File: config.mk
export PLATFORM = sky130hd
export DESIGN_NAME = dr_adder_stage
export DESIGN_NICKNAME = d
export VERILOG_FILES = /design/src/rtl/dr_adder_stage.sv
export SDC_FILE = /design/constraint.sdc
export NUM_CORES = 1
export LEC_CHECK = 0
export CAP_MARGIN = 0
export CORE_MARGIN = 3
export CORE_UTILIZATION = 41
export CTS_BUF_LIST = sky130_fd_sc_hd__clkbuf_16
export DETAILED_ROUTE_END_ITERATION = 7
export HOLD_SLACK_MARGIN = 0.08
export MAX_ROUTING_LAYER = met4
export PLACE_DENSITY = 0.88
export SLEW_MARGIN = 20
export SYNTH_ARGS = -nofsm -noshare
export SYNTH_HDL_FRONTEND = slang
export SYNTH_SLANG_ARGS = --single-unit
File: constraint.sdc
create_clock -name clk -period 1.9 [get_ports clk]
set_clock_uncertainty 0.15 [all_clocks]
set_input_delay 0.285 -clock clk [delete_from_list [all_inputs] [get_ports clk]]
set_output_delay 0.285 -clock clk [all_outputs]
set_load 0.03 [all_outputs]
File: src/rtl/dr_adder_stage.sv
// Dual-rail (NULL/DATA) WIDTH-bit ripple adder in a registered NCL-style stage
// with input completion detection, four-phase ki/ko handshake and sticky illegal-codeword flag.
module dr_adder_stage #(
    parameter int WIDTH = 8,
    localparam int RAIL_NUM = 2
) (
    input  logic                      clk,
    input  logic                      rst,
    input  logic                      en,
    input  logic [RAIL_NUM*WIDTH-1:0] a,
    input  logic [RAIL_NUM*WIDTH-1:0] b,
    input  logic [RAIL_NUM-1:0]       c_in,
    input  logic                      ki,
    output logic                      ko,
    output logic [RAIL_NUM*WIDTH-1:0] s,
    output logic [RAIL_NUM-1:0]       c_out,
    output logic                      err
);

    typedef enum logic {
        NULL_OUT = 1'b0,
        DATA_OUT = 1'b1
    } state_t;

    function automatic logic pair_is_data(input logic [1:0] p);
        return p[1] ^ p[0];
    endfunction

    function automatic logic pair_is_null(input logic [1:0] p);
        return ~(p[1] | p[0]);
    endfunction

    function automatic logic pair_is_illegal(input logic [1:0] p);
        return p[1] & p[0];
    endfunction

    function automatic logic [RAIL_NUM*WIDTH-1:0] dr_encode(input logic [WIDTH-1:0] v);
        logic [RAIL_NUM*WIDTH-1:0] r;
        r = {(RAIL_NUM*WIDTH){1'b0}};
        for (int i = 0; i < WIDTH; i++) begin
            r[2*i +: 2] = v[i] ? 2'b10 : 2'b01;
        end
        return r;
    endfunction

    state_t                    state_r;
    state_t                    next_state_s;
    logic                      in_data_s;
    logic                      in_null_s;
    logic                      illegal_s;
    logic [WIDTH-1:0]          a_bin_s;
    logic [WIDTH-1:0]          b_bin_s;
    logic [WIDTH:0]            sum_s;
    logic [RAIL_NUM*WIDTH-1:0] s_r;
    logic [RAIL_NUM-1:0]       c_out_r;
    logic                      ko_r;
    logic                      err_r;
    logic [RAIL_NUM*WIDTH-1:0] s_next_s;
    logic [RAIL_NUM-1:0]       c_out_next_s;
    logic                      ko_next_s;
    logic                      err_next_s;

    // Completion detection, illegal-pair detection and true-rail decode of the input link.
    always_comb begin
        in_data_s = pair_is_data(c_in);
        in_null_s = pair_is_null(c_in);
        illegal_s = pair_is_illegal(c_in);
        a_bin_s   = {WIDTH{1'b0}};
        b_bin_s   = {WIDTH{1'b0}};
        for (int i = 0; i < WIDTH; i++) begin
            in_data_s  = in_data_s & pair_is_data(a[2*i +: 2]) & pair_is_data(b[2*i +: 2]);
            in_null_s  = in_null_s & pair_is_null(a[2*i +: 2]) & pair_is_null(b[2*i +: 2]);
            illegal_s  = illegal_s | pair_is_illegal(a[2*i +: 2]) | pair_is_illegal(b[2*i +: 2]);
            a_bin_s[i] = a[2*i+1];
            b_bin_s[i] = b[2*i+1];
        end
        sum_s = {1'b0, a_bin_s} + {1'b0, b_bin_s} + {{WIDTH{1'b0}}, c_in[1]};
    end

    // State register; reset wins over enable.
    always_ff @(posedge clk) begin
        if (!rst) begin
            state_r <= NULL_OUT;
        end else if (en) begin
            state_r <= next_state_s;
        end else begin
            state_r <= state_r;
        end
    end

    // Next-state logic: a wavefront advances only when complete and ki is in the matching phase.
    always_comb begin
        next_state_s = state_r;
        case (state_r)
            NULL_OUT: begin
                if (in_data_s && ki) begin
                    next_state_s = DATA_OUT;
                end else begin
                    next_state_s = NULL_OUT;
                end
            end
            DATA_OUT: begin
                if (in_null_s && !ki) begin
                    next_state_s = NULL_OUT;
                end else begin
                    next_state_s = DATA_OUT;
                end
            end
            default: next_state_s = NULL_OUT;
        endcase
    end

    // Next output values; held outputs keep DATA stable even when inputs go partial.
    always_comb begin
        s_next_s     = s_r;
        c_out_next_s = c_out_r;
        ko_next_s    = ko_r;
        err_next_s   = err_r | illegal_s;
        case (state_r)
            NULL_OUT: begin
                if (next_state_s == DATA_OUT) begin
                    s_next_s     = dr_encode(sum_s[WIDTH-1:0]);
                    c_out_next_s = sum_s[WIDTH] ? 2'b10 : 2'b01;
                    ko_next_s    = 1'b0;
                end else begin
                    s_next_s     = {(RAIL_NUM*WIDTH){1'b0}};
                    c_out_next_s = 2'b00;
                    ko_next_s    = 1'b1;
                end
            end
            DATA_OUT: begin
                if (next_state_s == NULL_OUT) begin
                    s_next_s     = {(RAIL_NUM*WIDTH){1'b0}};
                    c_out_next_s = 2'b00;
                    ko_next_s    = 1'b1;
                end else begin
                    s_next_s     = s_r;
                    c_out_next_s = c_out_r;
                    ko_next_s    = 1'b0;
                end
            end
            default: begin
                s_next_s     = {(RAIL_NUM*WIDTH){1'b0}};
                c_out_next_s = 2'b00;
                ko_next_s    = 1'b1;
            end
        endcase
    end

    // Output registers, frozen while en is low.
    always_ff @(posedge clk) begin
        if (!rst) begin
            s_r     <= {(RAIL_NUM*WIDTH){1'b0}};
            c_out_r <= 2'b00;
            ko_r    <= 1'b1;
            err_r   <= 1'b0;
        end else if (en) begin
            s_r     <= s_next_s;
            c_out_r <= c_out_next_s;
            ko_r    <= ko_next_s;
            err_r   <= err_next_s;
        end else begin
            s_r     <= s_r;
            c_out_r <= c_out_r;
            ko_r    <= ko_r;
            err_r   <= err_r;
        end
    end

    assign s     = s_r;
    assign c_out = c_out_r;
    assign ko    = ko_r;
    assign err   = err_r;

endmodule
==> Yosys cells after proc, flatten, opt, wreduce, memory -nomap -nowiden <==
Cells that the tools add are included.
{ "totals": {"register_bits": 21, "latchBits": 0, "ramBits": 0, "romBits": 0, "inputBits": 38, "output_inout_bits": 20, "wordCells": 149, "n_memories": 0} }
{ "op_classes": {"n_addsub": 2, "n_mul": 0, "n_div": 0, "order_cmp": 0, "n_eq_ne": 1, "n_shift": 0, "mux": 19, "bitwise": 118, "n_reduce_logical": 4} }
{ "ops": {"columns": ["op", "count"], "rows": [
  ["$and 1x1->1", 49],
  ["$or 1x1->1", 34],
  ["$mux 16", 2],
  ["$pmux 16 s2", 1],
  ["$mux 2", 11],
  ["$not 1->1", 18],
  ["$xor 1x1->1", 17],
  ["$add 8x8->9", 1],
  ["$add 9x1->9", 1],
  ["$pmux 2 s2", 1],
  ["$mux 1", 3],
  ["$logic_and 1x1->1", 2],
  ["$ne 2x2->1 const B", 1],
  ["$pmux 1 s2", 1],
  ["$reduce_and 2->1", 1],
  ["$logic_not 1->1", 1]
]} }

==> Longest topological paths before layout <==
{ "logic_depth": {"ltp_word": 23, "ltp_mapped": 9, "depth_no_buf": 8} }

==> Worst setup path before layout <==
OpenSTA, ideal clock, no wires.
{ "synth_timing": {"path_type": "input-to-reg", "startpoint": "in a[1]", "endpoint": "reg s_r[12] (netlist: s[12])", "setup_time_ns": 0.117, "arrival_ns": 1.708, "t_required_ns": 1.633, "setup_slack_ns": -0.075, "path_stages": 8, "path_buffers": 0, "path_cell_list": "fa_1 inv_1 fa_1 nor2b_1 o31a_1 o22ai_1 xor2_1 a22o_1"} }
{ "synth_via": {"elab_chain_cells": 23, "elab_cells_between_ends": 47, "cone_classes": "add/sub (2); eq/ne (1); mux (6); bitwise (35); reduce/logical (3)"} }
{ "synth_lines": {"columns": ["element", "line_no", "source"], "rows": [
  ["start: declaration", "10", "input logic [RAIL_NUM*WIDTH-1:0] a,"],
  ["$or 1x1->1", "30", "return ~(p[1] | p[0]);"],
  ["$not 1->1", "30", null],
  ["$and 1x1->1 (16 in series)", "72", "in_null_s = in_null_s & pair_is_null(a[2*i +: 2]) & pair_is_null(b[2*i +: 2]);"],
  ["$logic_and 1x1->1", "103", "if (in_null_s && !ki) begin"],
  ["$mux 1", "103", null],
  ["$pmux 1 s2", "94", "case (state_r)"],
  ["$mux 16 / $ne 2x2->1 (equally long branches)", null, null],
  ["$pmux 16 s2 / $reduce_and 2->1 (equally long branches)", null, null],
  ["end signal: assignment", "153", "s_r <= {(RAIL_NUM*WIDTH){1'b0}};"],
  ["end signal: assignment", "158", "s_r <= s_next_s;"],
  ["end signal: assignment", "163", "s_r <= s_r;"],
  ["end: declaration", "54", "logic [RAIL_NUM*WIDTH-1:0] s_r;"]
]} }
Several ways; a longest one is shown, not always the timed one.
A chain may end at the register's enable or synchronous reset.

==> Final worst setup path <==
{ "layout_timing": {"startpoint": "in b[5]", "endpoint": "reg err_r (netlist: err)"} }
{ "layout_via": {"elab_chain_cells": 13} }
{ "layout_lines": {"columns": ["element", "line_no", "source"], "rows": [
  ["start: declaration", "11", "input logic [RAIL_NUM*WIDTH-1:0] b,"],
  ["$and 1x1->1", "34", "return p[1] & p[0];"],
  ["$or 1x1->1 (11 in series)", "73", "illegal_s = illegal_s | pair_is_illegal(a[2*i +: 2]) | pair_is_illegal(b[2*i +: 2]);"],
  ["$or 1x1->1", "118", "err_next_s = err_r | illegal_s;"],
  ["end signal: assignment", "161", "err_r <= err_next_s;"],
  ["end signal: assignment", "166", "err_r <= err_r;"],
  ["end: declaration", "57", "logic err_r;"]
]} }
No other way between the ends.

==> flow_metrics.env <==
export IMPL_overflow=0
export IMPL_drv_slew=0
export IMPL_synth_edf_count=0
export IMPL_synth_area_leader_cell="ha_1"
export IMPL_p_clk_share_pct=32.1
export IMPL_syn_num_nets=265
export IMPL_antenna_found_initial=0
export IMPL_swShare_pct=28.5
export IMPL_dieArea_um2=4870
export IMPL_area_growth_synth_to_final_pct=73.9
export IMPL_wire_per_inst_um=16.7
export IMPL_ys_warn_count=0
export IMPL_crit_path_end_kind="register"
export IMPL_power_internal_uw=975
export IMPL_cts_tree="yes"
export IMPL_grt_pass1_wl_um=8270
export IMPL_synth_avg_cell_area_um2=9.06
export IMPL_ys_top_cells_by_count="ha_1 (41), inv_1 (41), dfxtp_1 (21)"
export IMPL_place_inst=332
export IMPL_layout_min_cycle_time_ns=1.93
export IMPL_max_freq_mhz=519
export IMPL_worst_pin_slew_ns=0.318
export IMPL_gp_congestion=0.863
export IMPL_status="finished, violations left"
export IMPL_ys_ff_latch=21
export IMPL_switchingPower_uw=389
export IMPL_dieWidth_um=69.8
export IMPL_violations="negative setup slack"
export IMPL_power_density_nw_per_um2=470
export IMPL_dp_hpwl_um=3880
export IMPL_start_util_pct=43.9
export IMPL_fill_cells=259
export IMPL_core_um2=3800
export IMPL_period_share_pct=101
export IMPL_cp_arrival_ns=1.93
export IMPL_seq_area_um2=420
export IMPL_cts_made_buffers=3
export IMPL_leakagePower_nw=1.41
export IMPL_first_global_vias=1873
export IMPL_postCtsHoldBufs=0
export IMPL_drc=0
export IMPL_critical_path_class="in2reg"
export IMPL_ant_nets=0
export IMPL_clock_latency_ns=0.25
export IMPL_clockBufferDepth=2
export IMPL_grt_usage_pct=21.6
export IMPL_num_vias=1847
export IMPL_multi_input_area_um2=1300
export IMPL_netlist_area_um2=1670
export IMPL_cts_htree_levels=1
export IMPL_combinationalPowerShare_pct=35.1
export IMPL_rsz0062_at_grt="true"
export IMPL_fin_util_pct=76.4
export IMPL_final_hold_violation_count=0
export IMPL_p_seq_share_pct=32.8
export IMPL_layout_cells_non_filler=342
export IMPL_dr_pass1_iters=4
export IMPL_core_rowCount=22
export IMPL_drtIter0Drc=64
export IMPL_netlist_top_cells_area="ha_1 (31%), dfxtp_1 (25%), inv_1 (9.2%)"
export IMPL_synth_async_reset_ratio_pct=0
export IMPL_maxCapViolations=0
export IMPL_start_kind="input pin"
export IMPL_diodes=0
export IMPL_fin_ws_ns=-0.0270
export IMPL_clock_sinks=21
export IMPL_synth_main_ff_cell="dfxtp_1"
export IMPL_hold_path_class="in2reg"
export IMPL_ios=58
export IMPL_finalWirelength_um=5720
export IMPL_vias_per_cell=5.40
export IMPL_clk_pin_slew_ns=0.06
export IMPL_cp_max_fo=2
export IMPL_yosysSeqAreaShare_pct=25.2
export IMPL_slew_headroom_pct=78.7
export IMPL_root_buffer="clkbuf_16"
export IMPL_ys_types=31
export IMPL_critPathRequiredTime_ns=1.90
export IMPL_vdd_drop_max_uv=372
export IMPL_grt_max_degree=19
export IMPL_final_setup_viol_count=1
export IMPL_fp_dieH_um=69.8
export IMPL_drive_above_1_share_pct=39.8
export IMPL_synth_top_area_share_pct=30.8
export IMPL_syn_inst=184
export IMPL_port_buffers=57
export IMPL_finalSetupTns_ns=-0.0270
export IMPL_nNetsFinal=376
cells by family after synthesis:
group / share of synthesized area [%]
AOI/OAI and AO/OA: 16.9
and+or+nand+nor: 11.1
DFF: 25.2
xor gates and xnor gates: 2.63
buffers and inverters: 11.0
adders and majority gates: 33.2
worst max-delay path, cell delays in order:
cell	delay (ns)
dlygate4sd2_1	0.26
buf_6	0.14
ha_4	0.16
nor4_4	0.26
nand4_1	0.16
or4_1	0.44
a21oi_1	0.17
nor2_1	0.05
power by group through the flow:
stage	combinational [mW]	sequential [mW]	clock [mW]
2_1_floorplan	0.175	0.462	0
3_3_place_gp	0.397	0.457	0
3_5_place_dp	0.409	0.457	0
4_1_cts	0.430	0.447	0.448
5_1_grt	0.519	0.447	0.466
6_report	0.478	0.447	0.438
layout by cell type, fill, tap and decap left out, types with 9 or more instances in the layout:
cell and n:
buf_4 44, clkbuf_2 16, nand4_1 10, inv_1 35, ha_1 23, clkdlybuf4s50_1 21, dfxtp_1 21, dlygate4sd2_1 9
o2bb2ai_1 9, ha_2 12, a22o_1 9
state kept, by name (all words and copies together), names as in the netlist:
signal   count
s           16
c_out        2
err          1
ko           1
state_r      1
per-stage QoR:
| step | hold slack, ns | area, um2 | worst slack, ns | power (mW) |
|---|---|---|---|---|
| after detailed placement | 0.297 | 2630 | -0.638 | 0.865 |
| after CTS | 0.314 | 2830 | 0.00130 | 1.33 |
| after floorplan | 0.270 | 1670 | -0.0286 | 0.636 |
| final | 0.298 | 2900 | -0.0270 | 1.36 |
| after global routing | 0.307 | 2900 | -0.0662 | 1.43 |
| after global placement | 0.295 | 2630 | -0.577 | 0.853 |
area by class of cell:
class                           count  share of cell area [%]
Multi-Input combinational cell    121                    44.8
Timing Repair Buffer              107                    30.6
Sequential cell                    21                    14.5
Inverter                           41                    5.31
Clock buffer                        3                    2.59
Tap cell                           48                    2.07
Clock inverter                      1                   0.173
path summary, 6_finish.rpt:
path | to | start | slack, ns | depth (start not counted)
worst max-delay path | err | b[5] | -0.03 | 8
worst min-delay path | s[0] | a[1] | 0.30 | 3
worst max register to register | ko | state_r | 0.39 | 5
worst min register to register | s[4] | s[4] | 0.31 | 1
repair_timing:
item,4_1_cts,5_1_grt
pin swaps,28,32
gates resized for setup,68,72
setup endpoints to repair,20,20
buffers inserted,2,2
cloned,0,3
per-layer routing:
metal	track usage [%]	routed length, um
met1	23.0	2300
met2	38.7	2850
met3	4.20	364
met4	9.15	208
met5	-	0
(Power assumes the default switching activity.)
